--- src/rtl/dff_pipe_n_m_val.sv ---
// dff_pipe_n_m_val: m lanes of n-bit data retimed through D register stages.
// Each stage carries a valid bit; a combinational ready chain lets empty
// stages fill while later stages stall, so bubbles collapse.
// Reset and flush load every lane of every stage with val and clear all valids.
// Optional feature macro: DFF_PIPE_OCC_EN adds occ_o, the registered count of
// occupied stages.
module dff_pipe_n_m_val #(
    parameter int            n   = 4,
    parameter int            m   = 16,
    parameter int            D   = 2,
    parameter logic [n-1:0]  val = '1
) (
    input  logic             clk_i,
    input  logic             rst_i,
    input  logic             flush_i,
    input  logic [n-1:0]     In_i [0:m-1],
    input  logic             in_valid_i,
    output logic             in_ready_o,
    output logic [n-1:0]     In_o [0:m-1],
    output logic             out_valid_o,
    input  logic             out_ready_i
`ifdef DFF_PIPE_OCC_EN
    ,
    output logic [$clog2(D+1)-1:0] occ_o
`endif
);

    if (D < 1) begin : g_depth_check
        $error("dff_pipe_n_m_val: D must be at least 1");
    end

    logic [n-1:0] data_p [0:D-1][0:m-1];
    logic [D-1:0] vld_p;
    logic [D-1:0] vld_nxt;
    logic [D-1:0] load;
    logic [D:0]   rdy;
    logic         accept;

    // Ready chain: a stage can take new data if it is empty or its occupant leaves.
    always_comb begin
        rdy    = '0;
        rdy[D] = out_ready_i;
        for (int k = D - 1; k >= 0; k--) begin
            rdy[k] = !vld_p[k] || rdy[k+1];
        end
    end

    assign in_ready_o = rdy[0] && !flush_i;
    assign accept     = in_valid_i && in_ready_o;

    // Per-stage load strobes and next valid state (load wins over hand-off).
    always_comb begin
        load    = '0;
        vld_nxt = vld_p;
        load[0] = accept;
        for (int k = 1; k < D; k++) begin
            load[k] = vld_p[k-1] && rdy[k];
        end
        for (int k = 0; k < D; k++) begin
            if (load[k]) begin
                vld_nxt[k] = 1'b1;
            end else if (vld_p[k] && rdy[k+1]) begin
                vld_nxt[k] = 1'b0;
            end
        end
    end

    // Valid bits: cleared by reset or flush, otherwise follow the handshake.
    always_ff @(posedge clk_i) begin
        if (rst_i || flush_i) begin
            vld_p <= '0;
        end else begin
            vld_p <= vld_nxt;
        end
    end

    // Lane data: reset/flush load val; otherwise a stage only changes when loaded.
    always_ff @(posedge clk_i) begin
        if (rst_i || flush_i) begin
            for (int k = 0; k < D; k++) begin
                for (int l = 0; l < m; l++) begin
                    data_p[k][l] <= val;
                end
            end
        end else begin
            if (load[0]) begin
                for (int l = 0; l < m; l++) begin
                    data_p[0][l] <= In_i[l];
                end
            end
            for (int k = 1; k < D; k++) begin
                if (load[k]) begin
                    for (int l = 0; l < m; l++) begin
                        data_p[k][l] <= data_p[k-1][l];
                    end
                end
            end
        end
    end

    assign In_o        = data_p[D-1];
    assign out_valid_o = vld_p[D-1];

`ifdef DFF_PIPE_OCC_EN
    localparam int OCC_W = $clog2(D + 1);

    logic [OCC_W-1:0] occ_p;

    function automatic logic [OCC_W-1:0] popcnt(input logic [D-1:0] x);
        logic [OCC_W-1:0] c;
        c = '0;
        for (int i = 0; i < D; i++) begin
            if (x[i]) c = c + 1'b1;
        end
        return c;
    endfunction

    // Occupancy is registered from the same next-state as the valid bits.
    always_ff @(posedge clk_i) begin
        if (rst_i || flush_i) begin
            occ_p <= '0;
        end else begin
            occ_p <= popcnt(vld_nxt);
        end
    end

    assign occ_o = occ_p;
`endif

endmodule
--- config.mk ---
export PLATFORM = sky130hd
export DESIGN_NAME = dff_pipe_n_m_val
export DESIGN_NICKNAME = d
export VERILOG_FILES = /design/src/rtl/dff_pipe_n_m_val.sv
export SDC_FILE = /design/constraint.sdc
export NUM_CORES = 1
export LEC_CHECK = 0
export ABC_AREA = 1
export CAP_MARGIN = 20
export CORE_ASPECT_RATIO = 0.9
export CORE_MARGIN = 4
export CORE_UTILIZATION = 52
export CTS_CLUSTER_SIZE = 28
export DETAILED_ROUTE_END_ITERATION = 8
export PLACE_DENSITY = 0.88
export SLEW_MARGIN = 20
export SYNTH_ARGS = -nofsm -noshare
export SYNTH_HDL_FRONTEND = slang
export SYNTH_SLANG_ARGS = --single-unit
--- constraint.sdc ---
create_clock -name clk_i -period 8.83 [get_ports clk_i]
set_clock_uncertainty 0.15 [all_clocks]
set_input_delay 1.766 -clock clk_i [delete_from_list [all_inputs] [get_ports clk_i]]
set_output_delay 1.766 -clock clk_i [all_outputs]
set_load 0.03 [all_outputs]
==> results of run 1 <==
-- cells in the final DEF, fill, tap and decap left out, types with 3 or more instances in the layout --
master	Yosys	layout
clkdlybuf4s50_1	0	134
clkbuf_16	0	16
inv_6	0	4
edfxtp_1	128	128
or2_2	46	46
inv_1	69	69
nand2_1	77	75
or2_1	14	14
bufinv_16	0	3
clkinv_4	0	3
-- routing by layer --
layer	global-route usage, %	share of wire (%)	wire (um)	vias to the layer above
met2	32.0	53	4960	106
met3	6.60	7.9	730	10
met1	17.5	38	3490	1405
li1	-	-	-	1428
met5	0	0	0	-
met4	7.20	1.2	114	0
-- registers in the layout (all words and copies together), names as in the netlist --
register	cells
data_p	128
vld_p	2
-- worst max-delay path by stage --
stage | from | end | slack (ns) | cells after the start
final | out_ready_i | in_ready_o | 3.72 | 6
after global routing | out_ready_i | in_ready_o | 3.65 | 6
after CTS | out_ready_i | in_ready_o | 3.73 | 6
after detailed placement | out_ready_i | in_ready_o | 3.74 | 6
after global placement | out_ready_i | in_ready_o | 3.74 | 6
after floorplan | rst_i | data_p[1][0] | 4.75 | 4
-- where the power goes --
group / switching (mW) / total, mW / internal [mW]
Clock: 0.261 / 0.694 / 0.433
Sequential: 0.00176 / 0.687 / 0.685
Combinational: 0.0299 / 0.0624 / 0.0325
-- stage by stage --
step                utilization, %  cells
detailed placement            69.4    603
CTS                           75.8    635
floorplan                        -    358
global placement              69.4    603
global route                  75.9    635
finish                        75.9    635
-- kinds of logic (layout without fill, tap and decap cells) --
| family | after synthesis | count (layout) | synth area share, % |
|---|---|---|---|
| flip-flops | 130 | 130 | 78.5 |
| AO/OA/AOI/OAI | 2 | 2 | 0.202 |
| buffers and inverters | 82 | 237 | 6.80 |
| AND/OR/NAND/NOR | 144 | 144 | 14.5 |
-- synth_stat cells --
cell        n
a21oi_1     2
buf_2       4
buf_6       3
clkbuf_1    5
clkbuf_2    1
dfxtp_1     2
edfxtp_1  128
inv_1      69
nand2_1    77
nand2_2     1
nand3_1     2
nand3_4     1
nand4_1     1
nor2_1      1
nor2_4      1
or2_1      14
or2_2      46
-- worst register-to-register path, cell delays in order (launching register included) --
cell	delay, ns
dfxtp_1	0.35
nand3_1	0.16
nand3_1	0.18
nand2_2	0.53
buf_4	0.54
-- final cells by class --
type                       count  share of cell area (%)
sequential                   130                    55.6
timing repair buffer         136                    19.4
multi-input combinational    146                    10.6
clock buffer                  17                    5.93
inverter                      69                    3.71
clock inverter                15                    2.58
tap                          122                    2.19
==> load_flow_metrics.sql, run 1 <==
INSERT INTO impl_metrics (metric_group, metric, value, unit) VALUES
('sta', 'whs', '0.348', 'ns'),
('sta', 'finalSetupTns', '0', 'ns'),
('clocking', 'cts_setup_buffers', '0', ''),
('critical_path', 'worst_setup_path_end_kind', 'output port', ''),
('clocking', 'cts_buffers', '17', ''),
('global_routing', 'grt_max_degree', '69', ''),
('sta', 'final-setup-viol-count', '0', ''),
('floorplanning', 'die_width', '111', 'um'),
('clocking', 'cts.repair.resized', '0', ''),
('critical_path', 'timing.critical_path.buf_inv', '4', ''),
('critical_path', 'worst_r2r_path_cells', '4', ''),
('clocking', 'clk_root_buffer_cell', 'clkbuf_8', ''),
('drt', 'initialDrtViolationCount', '102', ''),
('min_path', 'hold_path_class', 'reg -> reg', ''),
('job', 'drv.max_cap_violation_count', '0', ''),
('yosys', 'syn-num-nets', '427', ''),
('critical_path', 'maximum_fanout_along_the_worst_path', '4', ''),
('final_layout', 'area_taken_by_multi_input_logic_gates', '739', 'um2'),
('floorplanning', 'core', '9210', 'um2'),
('final_layout', 'share_of_cells_above_drive_strength_1', '16.4', '%'),
('sta', 'timing.final.crit_period', '5.11', 'ns'),
('critical_path', 'critPathKind', 'in -> out', ''),
('floorplanning', 'die-area', '11100', 'um2'),
('sta', 'timing.slew.headroom', '50.5', '%'),
('floorplanning', 'fp.dieH', '101', 'um'),
('clocking', 'max_root_sink_buffers', '2', ''),
('drt', 'wl', '9290', 'um'),
('place', 'portBuffers', '134', ''),
('drt', 'antenna_violating_nets_post_route', '0', ''),
('final_layout', 'area_growth_syn_to_layout', '41.1', '%'),
('final_layout', 'antenna_cells_inserted', '0', ''),
('clocking', 'clkSinkCount', '130', ''),
('global_routing', 'grt_first_pass_wirelength', '14500', 'um'),
('sta', 'setup_slack', '3.72', 'ns'),
('global_routing', 'vias_in_the_first_global_route', '3020', ''),
('final_layout', 'layout_nets', '569', ''),
('final_layout', 'finalInstanceArea', '6990', 'um2'),
('place', 'dpl_cell_area', '6390', 'um2'),
('critical_path', 'cp_cell_sequence', 'clkdlybuf4s50_1 > inv_1 > nand3_1 > nand2_1 > inv_1 > clkdlybuf4s50_1', ''),
('yosys', 'yosysTopAreaCellShare', '77.7', '%'),
('sta', 'finalHoldViolations', '0', ''),
('yosys', 'synth_cells', '358', ''),
('clocking', 'ctsHoldBuffers', '0', ''),
('place', 'hpwl', '6210', 'um'),
('floorplanning', 'num_rows', '33', ''),
('power_and_ir_drop', 'power.static_leakage', '2.33', 'nW'),
('yosys', 'post_syn_area_per_cell', '13.8', 'um2'),
('outcome', 'run_status', 'finished clean', ''),
('min_path', 'hp-start', 'data_p[0][12]', ''),
('clocking', 'clk_pin_slew', '0.06', 'ns'),
('power_and_ir_drop', 'ir_drop', '0.126', 'mV'),
('clocking', 'tritoncts', 'yes', ''),
('floorplanning', 'initial_utilization', '53.8', '%'),
('final_layout', 'seqCellArea', '3880', 'um2'),
('critical_path', 'slowest_stage_delay_on_critical_path', '0.66', 'ns'),
('place', 'post-place-ws', '3.74', 'ns'),
('min_path', 'hold-path-cell-count', '1', ''),
('global_routing', 'antenna_found_initial', '0', ''),
('drt', 'drcViolationCount', '0', ''),
('sta', 'max_slew.worst_pin.slew', '0.743', 'ns'),
('drt', 'via_count', '2949', ''),
('sta', 'grt_setup_unrepaired', 'false', ''),
('clocking', 'htreeDepth', '4', ''),
('yosys', 'netlist_top_cells_area', 'edfxtp_1, nand2_1, or2_2', ''),
('drt', 'drtPass1Iterations', '5', ''),
('global_routing', 'grtUsageTotal', '17.3', '%'),
('yosys', 'yosys.area.top_type', 'edfxtp_1', ''),
('min_path', 'min_to', 'data_p[1][12]', ''),
('sta', 'timing.final.max_slew_violations', '0', ''),
('critical_path', 'start_kind', 'primary input', ''),
('final_layout', 'fill_cells', '560', '');
Note: power is estimated with default switching activity, not from simulation.
==> run 2, diff against run 1 <==
- CORE_UTILIZATION: 52 -> 43
- PLACE_DENSITY: 0.88 -> 0.78
- clock period: 8.83 -> 4.55 ns (I/O delays scaled with it)
==> run 2 against run 1 <==
Sequential share of layout area decreased by 0.32 points. Hold slack got worse by 0.0025 ns. Die area increased by 19%. Routed wire length increased by 0.24%. Sequential power increased by 94%. Largest power group is now sequential cells.
==> load_flow_metrics.sql, run 2 (synthesized netlist as in run 1, its figures left out) <==
INSERT INTO impl_metrics (metric_group, metric, value, unit) VALUES
('clocking', 'max_root_sink_buffers', '2', ''),
('critical_path', 'critPathKind', 'in -> out', ''),
('place', 'portBuffers', '134', ''),
('clocking', 'clk_latency', '0.41', 'ns'),
('min_path', 'hold_path_class', 'reg -> reg', ''),
('floorplanning', 'fp.dieH', '110', 'um'),
('clocking', 'tritoncts', 'yes', ''),
('global_routing', 'globalRoute.totalOverflow', '0', ''),
('sta', 'timing.final.crit_period', '3.38', 'ns'),
('global_routing', 'grt_max_degree', '65', ''),
('final_layout', 'antenna_cells_inserted', '0', ''),
('sta', 'timing.final.max_slew_violations', '0', ''),
('critical_path', 'maximum_fanout_along_the_worst_path', '3', ''),
('critical_path', 'slowest_stage_delay_on_critical_path', '0.66', 'ns'),
('final_layout', 'layout_nets', '571', ''),
('job', 'drv.max_cap_violation_count', '0', ''),
('critical_path', 'crit_slowest_cell', 'clkdlybuf4s50_1', ''),
('floorplanning', 'num_rows', '36', ''),
('clocking', 'cts.repair.resized', '0', ''),
('clocking', 'clkSinkCount', '130', ''),
('sta', 'final.period_utilization', '74.3', '%'),
('sta', 'grt_setup_unrepaired', 'false', ''),
('power_and_ir_drop', 'report.power.total', '2.79', 'mW'),
('clocking', 'htreeDepth', '4', ''),
('floorplanning', 'initial_utilization', '44.9', '%'),
('power_and_ir_drop', 'ir_drop', '0.241', 'mV'),
('final_layout', 'share_of_cells_above_drive_strength_1', '16.7', '%'),
('sta', 'timing.slew.headroom', '44.8', '%'),
('final_layout', 'commonest_non_fill_non_tap_cells_in_the_layout', 'clkdlybuf4s50_1, edfxtp_1, nand2_1', ''),
('critical_path', 'worst_path_dominant_cell_family', 'buffers and inverters', ''),
('sta', 'setup_slack', '1.17', 'ns'),
('clocking', 'clk_pin_slew', '0.06', 'ns'),
('drt', 'drcViolationCount', '0', ''),
('sta', 'whs', '0.346', 'ns'),
('floorplanning', 'die_width', '121', 'um'),
('critical_path', 'worst_setup_path_end_kind', 'output port', ''),
('drt', 'wl', '9320', 'um'),
('drt', 'drtPass1Iterations', '5', ''),
('final_layout', 'area_growth_syn_to_layout', '41.9', '%'),
('final_layout', 'final_common_cell', 'clkdlybuf4s50_1', ''),
('floorplanning', 'die-area', '13300', 'um2'),
('final_layout', 'biggestRegsByFlops', 'data_p x128, vld_p x2', ''),
('clocking', 'clk_root_buffer_cell', 'clkbuf_16', ''),
('clocking', 'cts_buffers', '17', ''),
('floorplanning', 'core', '11000', 'um2'),
('sta', 'finalHoldViolations', '0', ''),
('place', 'gp_routability_congestion', '0.737', ''),
('place', 'hpwl', '6350', 'um'),
('critical_path', 'cp_cell_sequence', 'clkdlybuf4s50_1 > inv_1 > nand2_1 > inv_1 > clkdlybuf4s50_1', ''),
('power_and_ir_drop', 'power.static_leakage', '2.33', 'nW'),
('sta', 'final-setup-viol-count', '0', ''),
('critical_path', 'cp_data_arrival_time', '2.32', 'ns'),
('drt', 'initialDrtViolationCount', '167', ''),
('outcome', 'run_status', 'finished clean', ''),
('power_and_ir_drop', 'pwr_density_cell', '396', 'nW/um2'),
('floorplanning', 'io-pin-count', '135', ''),
('place', 'post-place-ws', '0.948', 'ns'),
('drt', 'antenna_violating_nets_post_route', '0', ''),
('global_routing', 'antenna_found_initial', '0', ''),
('clocking', 'ctsHoldBuffers', '0', ''),
('critical_path', 'start_kind', 'primary input', ''),
('place', 'count_of_placed_standard_cells_including_taps', '635', ''),
('global_routing', 'vias_in_the_first_global_route', '2977', ''),
('sta', 'max_freq', '296', 'MHz'),
('final_layout', 'layoutNonFillerInstCount', '667', ''),
('global_routing', 'grtUsageTotal', '14.4', '%'),
('sta', 'max_slew.worst_pin.slew', '0.827', 'ns'),
('global_routing', 'grt_first_pass_wirelength', '14400', 'um'),
('critical_path', 'crit_required', '3.49', 'ns'),
('drt', 'via_count', '2914', ''),
('drt', 'viasPerCell', '4.37', ''),
('clocking', 'cts_setup_buffers', '0', ''),
('sta', 'finalSetupTns', '0', 'ns'),
('final_layout', 'largest-register', 'data_p', ''),
('drt', 'avgRoutedWirePerCell', '14.0', 'um'),
('final_layout', 'flip_flop_count_of_the_largest_register_after_layout', '128', ''),
('critical_path', 'timing.critical_path.buf_inv', '4', '');
-- run 2: worst register-to-register path: stages (launching register included) --
cell and delay, ns:
dfxtp_1 0.33, nand2_1 0.13, nand3_4 0.42, nand2_2 0.51, buf_4 0.35, nand2_1 0.11
-- run 2: cell type report --
type,instances,area (um2)
fillers,849,4010
well taps,152,190
repair buffers,138,1370
clock buffers,18,429
multi-input cells,146,739
inverters,69,259
clock inverters,14,153
flip-flops and latches,130,3880
-- run 2: report_power, final --
| part | internal [mW] | switching, mW |
|---|---|---|
| Sequential | 1.33 | 0.00331 |
| Combinational | 0.0636 | 0.0584 |
| Clock | 0.813 | 0.517 |
| Total | 2.21 | 0.579 |
-- run 2: final timing paths --
path                               startpoint             to  slack, ns  cells after the start
worst max-delay path                  flush_i     in_ready_o       1.17                      5
worst min-delay path            data_p[0][30]  data_p[1][30]       0.35                      1
worst max register to register       vld_p[1]  data_p[0][25]       2.29                      5
worst min register to register  data_p[0][30]  data_p[1][30]       0.35                      1
-- run 2: metrics by stage --
stage	util, %	area (um2)
after floorplan	-	4950
after global routing	63.7	7030
final	63.7	7030
after CTS	63.7	7030
after detailed placement	58.4	6440
after global placement	58.4	6440
-- run 2: layer usage --
layer  track usage [%]  up-vias  share of wire (%)
met1              16.2     1350                 40
met3              4.94       15                7.4
met2              25.2      113                 51
li1                  -     1436                  -
met5                 0        -                  0
met4              5.66        0                1.3
